<file path="config.mk">
export PLATFORM = sky130hd
export DESIGN_NAME = uart_fifo_bridge
export DESIGN_NICKNAME = d
export VERILOG_FILES = /design/src/rtl/uart_fifo_pkg.sv /design/src/rtl/byte_fifo.sv /design/src/rtl/uart_fifo_bridge.sv
export SDC_FILE = /design/constraint.sdc
export NUM_CORES = 1
export LEC_CHECK = 0
export ABC_AREA = 1
export CAP_MARGIN = 20
export CORE_MARGIN = 8
export CORE_UTILIZATION = 25
export CTS_BUF_LIST = sky130_fd_sc_hd__clkbuf_16
export DETAILED_ROUTE_END_ITERATION = 8
export DONT_BUFFER_PORTS = 1
export HOLD_SLACK_MARGIN = 0.02
export PLACE_DENSITY = 0.42
export SLEW_MARGIN = 30
export SYNTH_ARGS = -nofsm -noshare
export SYNTH_HDL_FRONTEND = slang
export SYNTH_SLANG_ARGS = --single-unit
</file>
<file path="constraint.sdc">
create_clock -name clk -period 2.3 [get_ports clk]
set_clock_uncertainty 0.1 [all_clocks]
set_input_delay 0.46 -clock clk [delete_from_list [all_inputs] [get_ports clk]]
set_output_delay 0.46 -clock clk [all_outputs]
set_load 0.1 [all_outputs]
</file>
<file path="src/rtl/uart_fifo_pkg.sv">
`default_nettype none
// +--------------------------------------------------------------------+
// | Module   : uart_fifo_pkg                                           |
// | Brief    : Shared constants, poll-FSM encoding and status packing   |
// |            for the UART FIFO bridge.                                |
// | Revision : 1.0                                                     |
// +--------------------------------------------------------------------+
package uart_fifo_pkg;

   // CPU status word bit positions
   localparam int c_STAT_TX_FULL    = 15;
   localparam int c_STAT_RX_NONEMPTY = 14;
   localparam int c_STAT_TX_EMPTY   = 13;
   localparam int c_STAT_RX_FULL    = 12;
   localparam int c_STAT_TX_OVF     = 11;
   localparam int c_STAT_RX_LVL_LSB = 4;
   localparam int c_STAT_TX_LVL_LSB = 0;

   // UART register map, status read
   localparam int c_UART_TX_BUSY = 15;
   localparam int c_UART_RX_FULL = 14;

   typedef enum logic [1:0] {
      POLL = 2'd0,
      RX   = 2'd1,
      TX   = 2'd2
   } poll_state_t;

   function automatic logic [15:0] status_word(
      input logic       tx_full,
      input logic       rx_nonempty,
      input logic       tx_empty,
      input logic       rx_full,
      input logic       tx_ovf,
      input logic [3:0] rx_level,
      input logic [3:0] tx_level
   );
      logic [15:0] s;
      s = 16'h0000;
      s[c_STAT_TX_FULL]              = tx_full;
      s[c_STAT_RX_NONEMPTY]          = rx_nonempty;
      s[c_STAT_TX_EMPTY]             = tx_empty;
      s[c_STAT_RX_FULL]              = rx_full;
      s[c_STAT_TX_OVF]               = tx_ovf;
      s[c_STAT_RX_LVL_LSB +: 4]      = rx_level;
      s[c_STAT_TX_LVL_LSB +: 4]      = tx_level;
      return s;
   endfunction

endpackage
`default_nettype wire

</file>
<file path="src/rtl/byte_fifo.sv">
`default_nettype none
// +--------------------------------------------------------------------+
// | Module   : byte_fifo                                               |
// | Brief    : Synchronous 8-bit FIFO with level count; a pop on a     |
// |            full FIFO frees the slot for a same-cycle push.         |
// | Revision : 1.0                                                     |
// +--------------------------------------------------------------------+
module byte_fifo #(
   parameter int DEPTH = 8,
   parameter int AW    = 3
) (
   input  logic          clk,
   input  logic          reset_b,
   input  logic          push,
   input  logic          pop,
   input  logic [7:0]    wdata,
   output logic [7:0]    rdata,
   output logic          full,
   output logic          empty,
   output logic [AW:0]   level
);

   localparam logic [AW:0] c_FULL_LEVEL = DEPTH[AW:0];

   logic [7:0]    r_mem [DEPTH];
   logic [AW-1:0] r_wptr;
   logic [AW-1:0] r_rptr;
   logic [AW:0]   r_level;
   logic          w_do_push;
   logic          w_do_pop;

   assign w_do_pop  = pop && (r_level != '0);
   assign w_do_push = push && ((r_level != c_FULL_LEVEL) || w_do_pop);

   always_ff @(posedge clk) begin
      if (!reset_b) begin
         r_wptr  <= '0;
         r_rptr  <= '0;
         r_level <= '0;
      end else begin
         if (w_do_push) r_wptr <= r_wptr + 1'b1;
         if (w_do_pop)  r_rptr <= r_rptr + 1'b1;
         if (w_do_push && !w_do_pop)
            r_level <= r_level + 1'b1;
         else if (!w_do_push && w_do_pop)
            r_level <= r_level - 1'b1;
      end
   end

   // Storage is not reset; the pointers define what is valid.
   always_ff @(posedge clk) begin
      if (reset_b && w_do_push) r_mem[r_wptr] <= wdata;
   end

   assign rdata = r_mem[r_rptr];
   assign full  = (r_level == c_FULL_LEVEL);
   assign empty = (r_level == '0);
   assign level = r_level;

endmodule
`default_nettype wire

</file>
<file path="src/rtl/uart_fifo_bridge.sv">
`default_nettype none
// +--------------------------------------------------------------------+
// | Module   : uart_fifo_bridge                                        |
// | Brief    : CPU-side TX/RX FIFOs with a poll FSM that shuttles      |
// |            bytes to and from the UART register port.               |
// | Revision : 1.0                                                     |
// +--------------------------------------------------------------------+
module uart_fifo_bridge
   import uart_fifo_pkg::*;
#(
   parameter int DEPTH = 8,
   parameter int AW    = 3
) (
   input  logic        clk,
   input  logic        reset_b,
   input  logic [15:0] din,
   output logic [15:0] dout,
   input  logic        a0,
   input  logic        rnw,
   input  logic        cs_b,
   output logic [15:0] u_din,
   input  logic [15:0] u_dout,
   output logic        u_a0,
   output logic        u_rnw,
   output logic        u_cs_b
);

   poll_state_t r_state;
   poll_state_t w_next_state;
   logic        r_tx_ovf;

   logic        w_cpu_wr_data;
   logic        w_cpu_rd_data;
   logic        w_cpu_rd_stat;
   logic        w_tx_pop;
   logic        w_rx_push;
   logic        w_tx_drop;

   logic [7:0]  w_tx_rdata;
   logic        w_tx_full;
   logic        w_tx_empty;
   logic [AW:0] w_tx_level;
   logic [7:0]  w_rx_rdata;
   logic        w_rx_full;
   logic        w_rx_empty;
   logic [AW:0] w_rx_level;
   logic        w_unused;

   assign w_cpu_wr_data = !cs_b && !rnw && a0;
   assign w_cpu_rd_data = !cs_b &&  rnw && a0;
   assign w_cpu_rd_stat = !cs_b &&  rnw && !a0;
   assign w_tx_pop      = (r_state == TX);
   assign w_rx_push     = (r_state == RX);
   // A pop in the same cycle frees a slot, so a write to a full FIFO is kept.
   assign w_tx_drop     = w_cpu_wr_data && w_tx_full && !w_tx_pop;

   byte_fifo #(.DEPTH(DEPTH), .AW(AW)) u_tx_fifo (
      .clk     (clk),
      .reset_b (reset_b),
      .push    (w_cpu_wr_data),
      .pop     (w_tx_pop),
      .wdata   (din[7:0]),
      .rdata   (w_tx_rdata),
      .full    (w_tx_full),
      .empty   (w_tx_empty),
      .level   (w_tx_level)
   );

   byte_fifo #(.DEPTH(DEPTH), .AW(AW)) u_rx_fifo (
      .clk     (clk),
      .reset_b (reset_b),
      .push    (w_rx_push),
      .pop     (w_cpu_rd_data),
      .wdata   (u_dout[7:0]),
      .rdata   (w_rx_rdata),
      .full    (w_rx_full),
      .empty   (w_rx_empty),
      .level   (w_rx_level)
   );

   always_ff @(posedge clk) begin
      if (!reset_b) begin
         r_state  <= POLL;
         r_tx_ovf <= 1'b0;
      end else begin
         r_state <= w_next_state;
         if (w_tx_drop)
            r_tx_ovf <= 1'b1;
         else if (w_cpu_rd_stat)
            r_tx_ovf <= 1'b0;
      end
   end

   always_comb begin
      w_next_state = POLL;
      u_a0         = 1'b0;
      u_rnw        = 1'b1;
      case (r_state)
         POLL: begin
            if (u_dout[c_UART_RX_FULL] && !w_rx_full)
               w_next_state = RX;
            else if (!u_dout[c_UART_TX_BUSY] && !w_tx_empty)
               w_next_state = TX;
         end
         RX: u_a0 = 1'b1;
         TX: begin
            u_a0  = 1'b1;
            u_rnw = 1'b0;
         end
         default: w_next_state = POLL;
      endcase
   end

   assign u_cs_b = !reset_b;
   assign u_din  = {8'h00, w_tx_rdata};

   // Reset forces the empty-FIFO view before the first reset edge lands.
   always_comb begin
      dout = 16'h0000;
      if (!reset_b)
         dout = a0 ? 16'h0000
                   : status_word(1'b0, 1'b0, 1'b1, 1'b0, 1'b0, 4'd0, 4'd0);
      else if (a0)
         dout = {8'h00, (w_rx_empty ? 8'h00 : w_rx_rdata)};
      else
         dout = status_word(w_tx_full, !w_rx_empty, w_tx_empty, w_rx_full,
                            r_tx_ovf, 4'(w_rx_level), 4'(w_tx_level));
   end

   assign w_unused = &{1'b0, din[15:8], u_dout[13:8]};

endmodule
`default_nettype wire

</file>
==> results of run 1 <==
[repair_timing]
item,CTS,global route
gates cloned,4,1
setup endpoints to repair,16,20
pin swaps,20,30
hold endpoints to repair,122,0
resized for setup,67,68
hold buffers,18,0
buffers inserted,3,3
[per-stage QoR]
stage,utilization [%],instances
final,34.3,1101
after global routing,34.3,1101
after CTS,33.7,1097
after detailed placement,29.6,1040
after global placement,29.6,1040
after floorplan,-,669
[power breakdown]
| group | internal (mW) | switching, mW | leakage [nW] |
|---|---|---|---|
| clock network | 1.57 | 1.30 | 0.299 |
| registers | 3.12 | 0.0468 | 1.39 |
| logic | 0.429 | 0.765 | 1.72 |
[cell type report]
| cell class | instances | area share (%) |
|---|---|---|
| inverters | 36 | 1.61 |
| well taps | 341 | 4.63 |
| multi-input cells | 439 | 26.1 |
| clock buffers | 17 | 4.61 |
| flip-flops and latches | 157 | 48.1 |
| clock inverters | 15 | 2.01 |
| repair buffers | 96 | 12.9 |
[critical path, cell delays in order, from the launching register on]
cell	delay (ns)
dfxtp_4	0.36
buf_6	0.13
buf_12	0.14
nor2_4	0.09
nor2_1	0.04
o21ai_1	0.10
nand3_2	0.12
nand3_4	0.12
nand2_4	0.07
buf_12	0.17
[synthesized netlist by cell type]
library cell | count | area share, %
nor2_1 | 133 | 7.3
edfxtp_1 | 128 | 56
nand2_1 | 114 | 6.3
o21ai_0 | 78 | 5.7
nand3_1 | 40 | 2.9
inv_1 | 33 | 1.8
dfxtp_1 | 29 | 8.5
a21oi_1 | 18 | 1.3
buf_4 | 14 | 1.5
buf_2 | 13 | 0.95
ha_1 | 13 | 2.4
xor2_1 | 7 | 0.90
clkbuf_1 | 4 | 0.22
clkbuf_2 | 4 | 0.29
o21ai_1 | 4 | 0.29
nand2_2 | 3 | 0.28
nor2_2 | 3 | 0.28
buf_1 | 2 | 0.11
fa_1 | 2 | 0.59
inv_2 | 2 | 0.11
nand3_2 | 2 | 0.29
nor3_1 | 2 | 0.15
xnor2_1 | 2 | 0.26
a31oi_1 | 1 | 0.092
and3_1 | 1 | 0.092
clkinv_2 | 1 | 0.073
conb_1 | 1 | 0.055
nand3b_1 | 1 | 0.11
nand4_1 | 1 | 0.092
nand4_2 | 1 | 0.18
nor3_4 | 1 | 0.24
nor4_1 | 1 | 0.092
[state kept, by name, indices dropped and copies added (netlist names), named ones only]
| signal | count |
|---|---|
| u_tx_fifo.level | 4 |
| u_tx_fifo.r_wptr | 3 |
| u_rx_fifo.r_wptr | 3 |
| r_state | 2 |
| u_tx_fifo.r_mem | 64 |
| r_tx_ovf | 1 |
| u_rx_fifo.level | 4 |
| u_rx_fifo.r_mem | 64 |
| u_tx_fifo.r_rptr | 3 |
| u_rx_fifo.r_rptr | 3 |
[cell usage in the layout (no fill, tap or decap), drive strengths merged, types with 7 or more instances in the layout]
cell         instances
o21ai               82
ha                  13
nand2              117
dlygate4sd3         18
xor2                 7
a21oi               18
nor2               136
inv                 43
nand3               42
clkbuf              17
dfxtp               29
edfxtp             128
conb                11
buf                 77
[metal layers]
metal	routed length (um)	part of all wire, %
met1	8260	48
met2	7920	46
met3	838	4.9
met4	165	0.96
met5	0	0
[cell families (layout without fill, tap and decap cells)]
| logic type | after synthesis | after routing | synth area share (%) |
|---|---|---|---|
| and+or+nand+nor | 303 | 303 | 18.3 |
| DFF | 157 | 157 | 64.9 |
| xor gates and xnor gates | 9 | 9 | 1.16 |
| other | 1 | 11 | 0.0550 |
| buffers and inverters | 73 | 164 | 5.12 |
| AOI/OAI and AO/OA | 101 | 101 | 7.44 |
| adders and majority gates | 15 | 15 | 2.97 |
[worst max-delay path by stage]
stage / start / end / slack [ns] / depth (start not counted)
6_report: flip-flop / dout[1] / -0.03 / 9
5_1_grt: flip-flop / dout[1] / -0.11 / 9
4_1_cts: flip-flop / dout[0] / -0.05 / 9
3_5_place_dp: cs_b / u_rx_fifo.level[2]$_SDFFE_PN0P_ / 0.02 / 11
3_3_place_gp: cs_b / u_rx_fifo.level[3]$_SDFFE_PN0P_ / 0.07 / 15
2_1_floorplan: r_state[0]$_SDFF_PN0_ / u_tx_fifo.r_mem[2][0]$_DFFE_PP_ / -0.26 / 8
==> reports/metrics.csv, run 1 <==
stage,metric,value,unit
route,wirelength,17200,um
run_status,status,"finished, violations left",
route,route.detailed.drc,0,
worst_setup_path,worstSetupEndpointType,primary output,
placed_design,place_congestion,0.796,
sta,fmaxAchievable,0.429,GHz
worst_setup_path,r2r_cells,16,
global_routing,globalRouteMet2Util,16.7,%
route,via_per_inst,4.40,
global_routing,grtUsageMet3,3.03,%
route,dr_total_vias,4843,
worst_setup_path,r2r_slack,0.13,ns
die,initial_core_util,25.4,%
worst_setup_path,timing_worst_setup_path_type,reg -> out,
global_routing,grt_max_degree,33,
worst_setup_path,path_max_fanout,8,
layout,multiInputGateArea,2410,sq um
worst_setup_path,crit_path_start_kind,flip-flop,
logic_synthesis,ys_seq_elements,157,
die,io_pins,72,
sta,tns,-0.111,ns
placed_design,post-place-ws,0.0246,ns
route,drt_first_pass_iters,5,
layout,drive_above_1_share,26.7,%
sta,min_period_over_period,101,%
worst_setup_path,r2r-start,r_state[0]$_SDFF_PN0_,
route,avgRoutedWirePerCell,15.6,um
clock_tree,clk_pin_slew,0.07,ns
global_routing,grt_antenna_before_repair,0,
logic_synthesis,ys_seq_area_share,64.9,%
die,dieArea,32800,sq um
layout,n_antenna_cell,0,
logic_synthesis,netlist_instances,659,
clock_tree,cts_buffer_depth,2,
sta,setup_viol,6,
layout,syn_to_final_growth,35.3,%
global_routing,grt_overflow,0,
logic_synthesis,synth_area,6820,sq um
worst_setup_path,arrival,1.77,ns
placed_design,port_buffers,0,
sta,worst_slack,-0.0297,ns
sta,drv_slew,0,
worst_hold_path,min_path_type,in -> reg,
clock_tree,clock_latency,0.42,ns
worst_setup_path,worst_ep_required_time,1.74,ns
logic_synthesis,synth.avg_cell_area,10.3,sq um
logic_synthesis,synth_warnings,0,
flow_run,maxCapViolations,0,
clock_tree,clkSinkCount,157,
layout,nets,799,
sta,hold_ws,0.0611,ns
layout,stdcell_area,9220,sq um
die,die_h,181,um
sta,hold_viol_final,0,
power_and_ir_drop,finalPower,7.22,mW
layout,seq_area,4440,sq um
global_routing,first_global_vias,4801,
worst_setup_path,reg2reg_to,u_tx_fifo.level[3]$_SDFFE_PN0P_,
clock_tree,cts_root_buf,clkbuf_16,
die,coreArea,26900,sq um
global_routing,grt_pass1_wl,26800,um
placed_design,detailed_place_hpwl,11100,um
global_routing,grt_use_total,10.6,%
clock_tree,htreeDepth,4,
clock_tree,cts_tree,built,
layout,n_fill_cell,2626,
placed_design,placed_cell_area,7970,sq um
sta,rsz0062_at_grt,true,
die,die_w,181,um
clock_tree,cts_buffers,17,
global_routing,busiest_layer,met2,
route,drt_iter0_markers,281,
route,ant_nets,0,
die,rows,60,
worst_hold_path,min_from,reset_b,
global_routing,met1_usage,13.9,%
power_and_ir_drop,cellLeakagePower,3.42,nW
worst_hold_path,min_path_cells,2,
run_status,violations,setup timing,
worst_hold_path,min_to,u_rx_fifo.r_wptr[1]$_SDFFE_PN0N_,
power_and_ir_drop,max-vdd-ir-drop,0.000354,V
sta,min_period,2.33,ns
power_and_ir_drop,p_per_area,783,nW/um^2
logic_synthesis,synth.distinct_cells,32,
No activity file was read; power rests on OpenSTA's default activity.
==> run 2, diff against run 1 <==
==> constraint.sdc (replaced) <==
create_clock -name clk -period 2.3 [get_ports clk]
set_clock_uncertainty 0.1 [all_clocks]
set_input_delay 0.46 -clock clk [delete_from_list [all_inputs] [get_ports clk]]
set_output_delay 0.46 -clock clk [all_outputs]
set_load 0.02 [all_outputs]
==> run 2 against run 1 <==
Compared with the run above:
- the flow now finishes without violations
- flip-flop and latch count unchanged
- final area down 8.8%
- sequential power about the same
- maximum frequency up 7.0%
- via count down 6.4%
==> reports/metrics.csv, run 2 (synthesis results as in run 1) <==
stage,metric,value,unit
sta,hold_viol_final,0,
clock_tree,cts_buffer_depth,2,
die,io_pins,72,
power_and_ir_drop,switching_share,27.1,%
power_and_ir_drop,p_int,4.84,mW
sta,tns,0,ns
clock_tree,cts_tree,built,
layout,mostFrequentLayoutCells,"nor2_1 (132), edfxtp_1 (128), nand2_1 (104)",
route,wirelength,16800,um
die,initial_core_util,25.4,%
worst_hold_path,min_path_type,in -> reg,
layout,fin_util,31.3,%
layout,syn_to_final_growth,23.4,%
sta,setup_viol,0,
power_and_ir_drop,max-vdd-ir-drop,0.000315,V
worst_setup_path,crit_path_start_kind,flip-flop,
worst_setup_path,slowest_delay,0.39,ns
layout,n_fill_cell,2774,
die,coreArea,26900,sq um
sta,min_period,2.18,ns
sta,min_period_over_period,94.7,%
worst_setup_path,slowest_stage,dfxtp_2,
global_routing,grt_overflow,0,
sta,drv_slew,0,
worst_setup_path,path_max_fanout,19,
layout,drive_above_1_share,16.9,%
sta,rsz0062_at_grt,true,
sta,fmaxAchievable,0.459,GHz
global_routing,grt_antenna_before_repair,0,
clock_tree,cts_buffers,17,
power_and_ir_drop,pwr-share-clk,42.1,%
route,drt_iter0_markers,310,
layout,n_antenna_cell,0,
route,avgRoutedWirePerCell,15.7,um
placed_design,port_buffers,0,
flow_run,maxCapViolations,0,
clock_tree,clock_latency,0.41,ns
clock_tree,htreeDepth,4,
global_routing,first_global_vias,4489,
route,ant_nets,0,
layout,nets,772,
clock_tree,cts_root_buf,clkbuf_16,
route,via_per_inst,4.22,
sta,hold_ws,0.0689,ns
layout,final_common_cell,nor2_1,
power_and_ir_drop,finalPower,6.64,mW
global_routing,grt_max_degree,33,
layout,reg.largest.list,"u_rx_fifo.r_mem (64), u_tx_fifo.r_mem (64)",
die,dieArea,32800,sq um
clock_tree,clkSinkCount,157,
power_and_ir_drop,seqPwrFrac,47.6,%
route,route.detailed.drc,0,
route,dr_total_vias,4532,
placed_design,place_congestion,0.756,
worst_setup_path,arrival,1.62,ns
run_status,status,completed,
global_routing,grt_use_total,10.2,%
power_and_ir_drop,power_switching,1.80,mW
power_and_ir_drop,power_frac_comb,10.3,%
die,die_w,181,um
worst_setup_path,timing_worst_setup_path_type,reg -> out,
placed_design,detailed_place_hpwl,10500,um
worst_setup_path,worst_ep_required_time,1.74,ns
die,die_h,181,um
worst_setup_path,worstSetupEndpointType,primary output,
die,rows,60,
power_and_ir_drop,p_per_area,789,nW/um^2
global_routing,grt_pass1_wl,25600,um
clock_tree,clk_pin_slew,0.07,ns
power_and_ir_drop,cellLeakagePower,3.14,nW
worst_setup_path,path_cells,buf_6 > nor2_1 > nor2_1 > o21ai_0 > o21ai_0 > nand2_1 > nand2_1,
route,drt_first_pass_iters,4,
run 2: stage by stage:
step,setup slack [ns],std cells,area [sq um]
2_1_floorplan,0.0303,669,6850
3_3_place_gp,0.0909,1021,7450
3_5_place_dp,0.0583,1021,7450
4_1_cts,0.000372,1070,8270
5_1_grt,-0.00166,1074,8410
6_report,0.122,1074,8410
run 2: metal layers:
layer	wire length, um	GRT usage [%]	vias up	part of all wire [%]
met5	0	0	-	0
met4	158	3.38	0	0.94
met3	789	2.89	10	4.7
met2	7740	16.2	76	46
met1	8140	13.1	2110	48
li1	-	-	2336	-
run 2: repair_timing:
item,CTS,global route
endpoints found under the hold margin,121,5
setup endpoints to repair,13,19
setup buffers,0,1
pin swaps,2,4
hold buffers,17,1
cloned,0,2
resized for setup,16,28
run 2: power groups by stage:
stage | clock network, mW | registers, mW | logic [mW]
after global placement | 0 | 3.22 | 0.593
after detailed placement | 0 | 3.22 | 0.592
final | 2.80 | 3.16 | 0.684
after floorplan | 0 | 3.21 | 0.442
after CTS | 2.88 | 3.15 | 0.658
after global routing | 3.00 | 3.16 | 0.769
run 2: final cells by class:
class                   count  area [sq um]  area share (%)
well taps                 341           427            5.07
inverters                  36           148            1.76
multi-input cells         439          2160            25.7
clock inverters            15           171            2.04
repair buffers             69           642            7.63
flip-flops and latches    157          4440            52.8
clock buffers              17           425            5.06
run 2: critical path, delay by kind of cell (launching register included):
family          cells  cell delay (ns)
buf+inv             1             0.21
compound gates      2             0.15
flops               1             0.39
simple gates        4             0.45
run 2: worst paths after layout:
path                              start                                to  slack [ns]  depth (start not counted)
setup reg to reg  r_state[1]$_SDFF_PP0_   u_rx_fifo.level[3]$_SDFFE_PN0P_        0.19                         14
setup / recovery              flip-flop                          u_din[5]        0.12                          7
hold reg to reg   r_tx_ovf$_SDFFE_PN0P_             r_tx_ovf$_SDFFE_PN0P_        0.38                          2
hold / removal                  reset_b  u_rx_fifo.r_wptr[1]$_SDFFE_PN0N_        0.07                          2
==> run 3, diff against run 2 <==
--- a/config.mk
+++ b/config.mk
@@ -7,13 +7,15 @@
 export LEC_CHECK = 0
 export ABC_AREA = 1
 export CAP_MARGIN = 20
+export CELL_PAD_IN_SITES_DETAIL_PLACEMENT = 0
+export CELL_PAD_IN_SITES_GLOBAL_PLACEMENT = 1
 export CORE_MARGIN = 8
-export CORE_UTILIZATION = 25
+export CORE_UTILIZATION = 40
 export CTS_BUF_LIST = sky130_fd_sc_hd__clkbuf_16
 export DETAILED_ROUTE_END_ITERATION = 8
 export DONT_BUFFER_PORTS = 1
 export HOLD_SLACK_MARGIN = 0.02
-export PLACE_DENSITY = 0.42
+export PLACE_DENSITY = 0.7
 export SLEW_MARGIN = 30
 export SYNTH_ARGS = -nofsm -noshare
 export SYNTH_HDL_FRONTEND = slang
==> run 3 against run 2 <==
Compared with the run above:
- first-iteration DRC count is 21% lower
- final area shrank 1.7%
- worst hold slack got worse by 0.029 ns
- combinational power increased by 2%
- largest power group unchanged
==> reports/metrics.csv, run 3 (synthesis results as in run 1) <==
stage,metric,value,unit
run_status,status,completed,
sta,setup_viol,0,
die,die_w,147,um
route,dr_total_vias,4733,
sta,worst_slew_margin_rel,45.7,%
sta,tns,0,ns
worst_setup_path,r2r-start,r_state[1]$_SDFF_PP0_,
die,die_h,147,um
worst_setup_path,r2r_cells,14,
worst_hold_path,min_to,u_rx_fifo.r_mem[3][0]$_DFFE_PP_,
sta,rsz0062_at_grt,false,
placed_design,detailed_place_hpwl,9970,um
flow_run,maxCapViolations,0,
power_and_ir_drop,p_per_area,836,nW/um^2
global_routing,grt_pass1_wl,24400,um
sta,min_period_over_period,97.0,%
clock_tree,clock_latency,0.42,ns
die,rows,47,
route,route.detailed.drc,0,
layout,nets,768,
clock_tree,cts_buffer_depth,2,
die,dieArea,21500,sq um
die,coreArea,16600,sq um
worst_setup_path,reg2reg_to,u_rx_fifo.level[3]$_SDFFE_PN0P_,
worst_setup_path,crit_path_start_kind,flip-flop,
worst_setup_path,timing_worst_setup_path_type,reg -> out,
layout,stdcell_count,949,
sta,worst_slew_pin_slew,0.812,ns
layout,final_common_cell,nor2_1,
clock_tree,cts_buffers,17,
route,drt_iter0_markers,245,
die,initial_core_util,41.0,%
layout,reg.largest.list,"u_rx_fifo.r_mem (64), u_tx_fifo.r_mem (64)",
worst_setup_path,worst_ep_required_time,1.74,ns
route,avgRoutedWirePerCell,16.1,um
clock_tree,clkSinkCount,157,
layout,n_fill_cell,1492,
placed_design,port_buffers,0,
sta,drv_slew,0,
worst_hold_path,min_path_cells,0,
global_routing,grt_use_total,14.6,%
placed_design,dp.cells,892,
clock_tree,htreeDepth,4,
global_routing,first_global_vias,4684,
route,ant_nets,0,
layout,mostFrequentLayoutCells,"nor2_1 (133), edfxtp_1 (128), nand2_1 (101)",
clock_tree,clk_pin_slew,0.06,ns
worst_hold_path,min_path_type,in -> reg,
clock_tree,cts_root_buf,clkbuf_16,
placed_design,place_congestion,0.777,
route,wirelength,15300,um
global_routing,grt_max_degree,33,
global_routing,grt_antenna_before_repair,0,
power_and_ir_drop,max-vdd-ir-drop,0.000557,V
sta,fmaxAchievable,0.448,GHz
worst_setup_path,arrival,1.67,ns
sta,hold_viol_final,0,
layout,drive_above_1_share,16.0,%
layout,n_antenna_cell,0,
worst_setup_path,r2r_slack,0.14,ns
global_routing,grt_overflow,0,
power_and_ir_drop,cellLeakagePower,3.13,nW
die,io_pins,72,
clock_tree,cts_tree,built,
route,via_per_inst,4.99,
route,drt_first_pass_iters,4,
worst_hold_path,min_from,u_dout[0],
layout,syn_to_final_growth,21.3,%
worst_setup_path,worstSetupEndpointType,primary output,
worst_setup_path,path_max_fanout,8,
sta,min_period,2.23,ns
## run 3: cell count changes in the layout (fill, tap and decap cells not counted), moves of 3 or more
cell / before / now
buf_4: 43 / 36
bufinv_16: 0 / 4
clkinv_8: 4 / 0
dfxtp_2: 2 / 5
dfxtp_4: 3 / 0
dlygate4sd3_1: 18 / 23
inv_8: 6 / 3
nand2_1: 104 / 101
nand2_2: 11 / 16
## run 3: how the worst max path moves through the flow
stage | from | end | slack (ns)
floorplan | r_state[0]$_SDFF_PN0_ | u_tx_fifo.level[3]$_SDFFE_PN0P_ | 0.03
global placement | cs_b | u_rx_fifo.level[3]$_SDFFE_PN0P_ | 0.05
detailed placement | cs_b | u_rx_fifo.level[3]$_SDFFE_PN0P_ | -0.02
CTS | u_rx_fifo.level[3]$_SDFFE_PN0P_ | dout[0] | 0.003
global route | u_rx_fifo.level[2]$_SDFFE_PN0P_ | dout[0] | 0.002
finish | u_rx_fifo.level[0]$_SDFFE_PN0P_ | dout[3] | 0.07
## run 3: layout make-up
type                       instances  area, sq um  share of cell area (%)
sequential                       157         4430                    53.6
inverter                          36          143                    1.73
clock buffer                      17          425                    5.15
multi-input combinational        439         2180                    26.3
clock inverter                    15          223                    2.69
tap                              220          275                    3.33
timing repair buffer              65          594                    7.19
## run 3: routing by layer
layer	vias up	global-route usage (%)	routed length, um
met2	104	24.1	7490
li1	2332	-	-
met1	2284	18.0	6790
met4	0	5.05	180
met5	-	0	0
met3	13	4.23	860
## run 3: stage by stage
stage	total power [mW]	worst slack (ns)	utilization (%)	cell area (sq um)	hold WS, ns
floorplan	3.65	0.0303	-	6850	0.333
global placement	3.78	0.0519	43.4	7230	0.349
detailed placement	3.80	-0.0219	43.4	7230	0.365
CTS	6.91	0.00266	48.6	8090	0.0200
global route	7.16	0.00168	49.7	8270	0.0203
finish	6.91	0.0685	49.7	8270	0.0402
## run 3: report_power, final
part / switching (mW) / internal [mW]
Combinational: 0.434 / 0.267
Clock: 1.20 / 1.86
Sequential: 0.0363 / 3.12
## run 3: what timing repair did
item,in CTS,in global routing
pin swaps,4,6
buffers inserted,1,1
gates resized for setup,15,28
hold buffers,15,8
endpoints found under the setup margin,9,21
endpoints found under the hold margin,87,35
## run 3: worst max-delay path: stages, from the launching register on
cell and delay, ns:
dfxtp_1 0.38, nor2_4 0.06, nand3_2 0.07, buf_4 0.13, nand2_2 0.06, nor2_4 0.12, buf_12 0.14, nand3_2 0.12
nand2_2 0.16
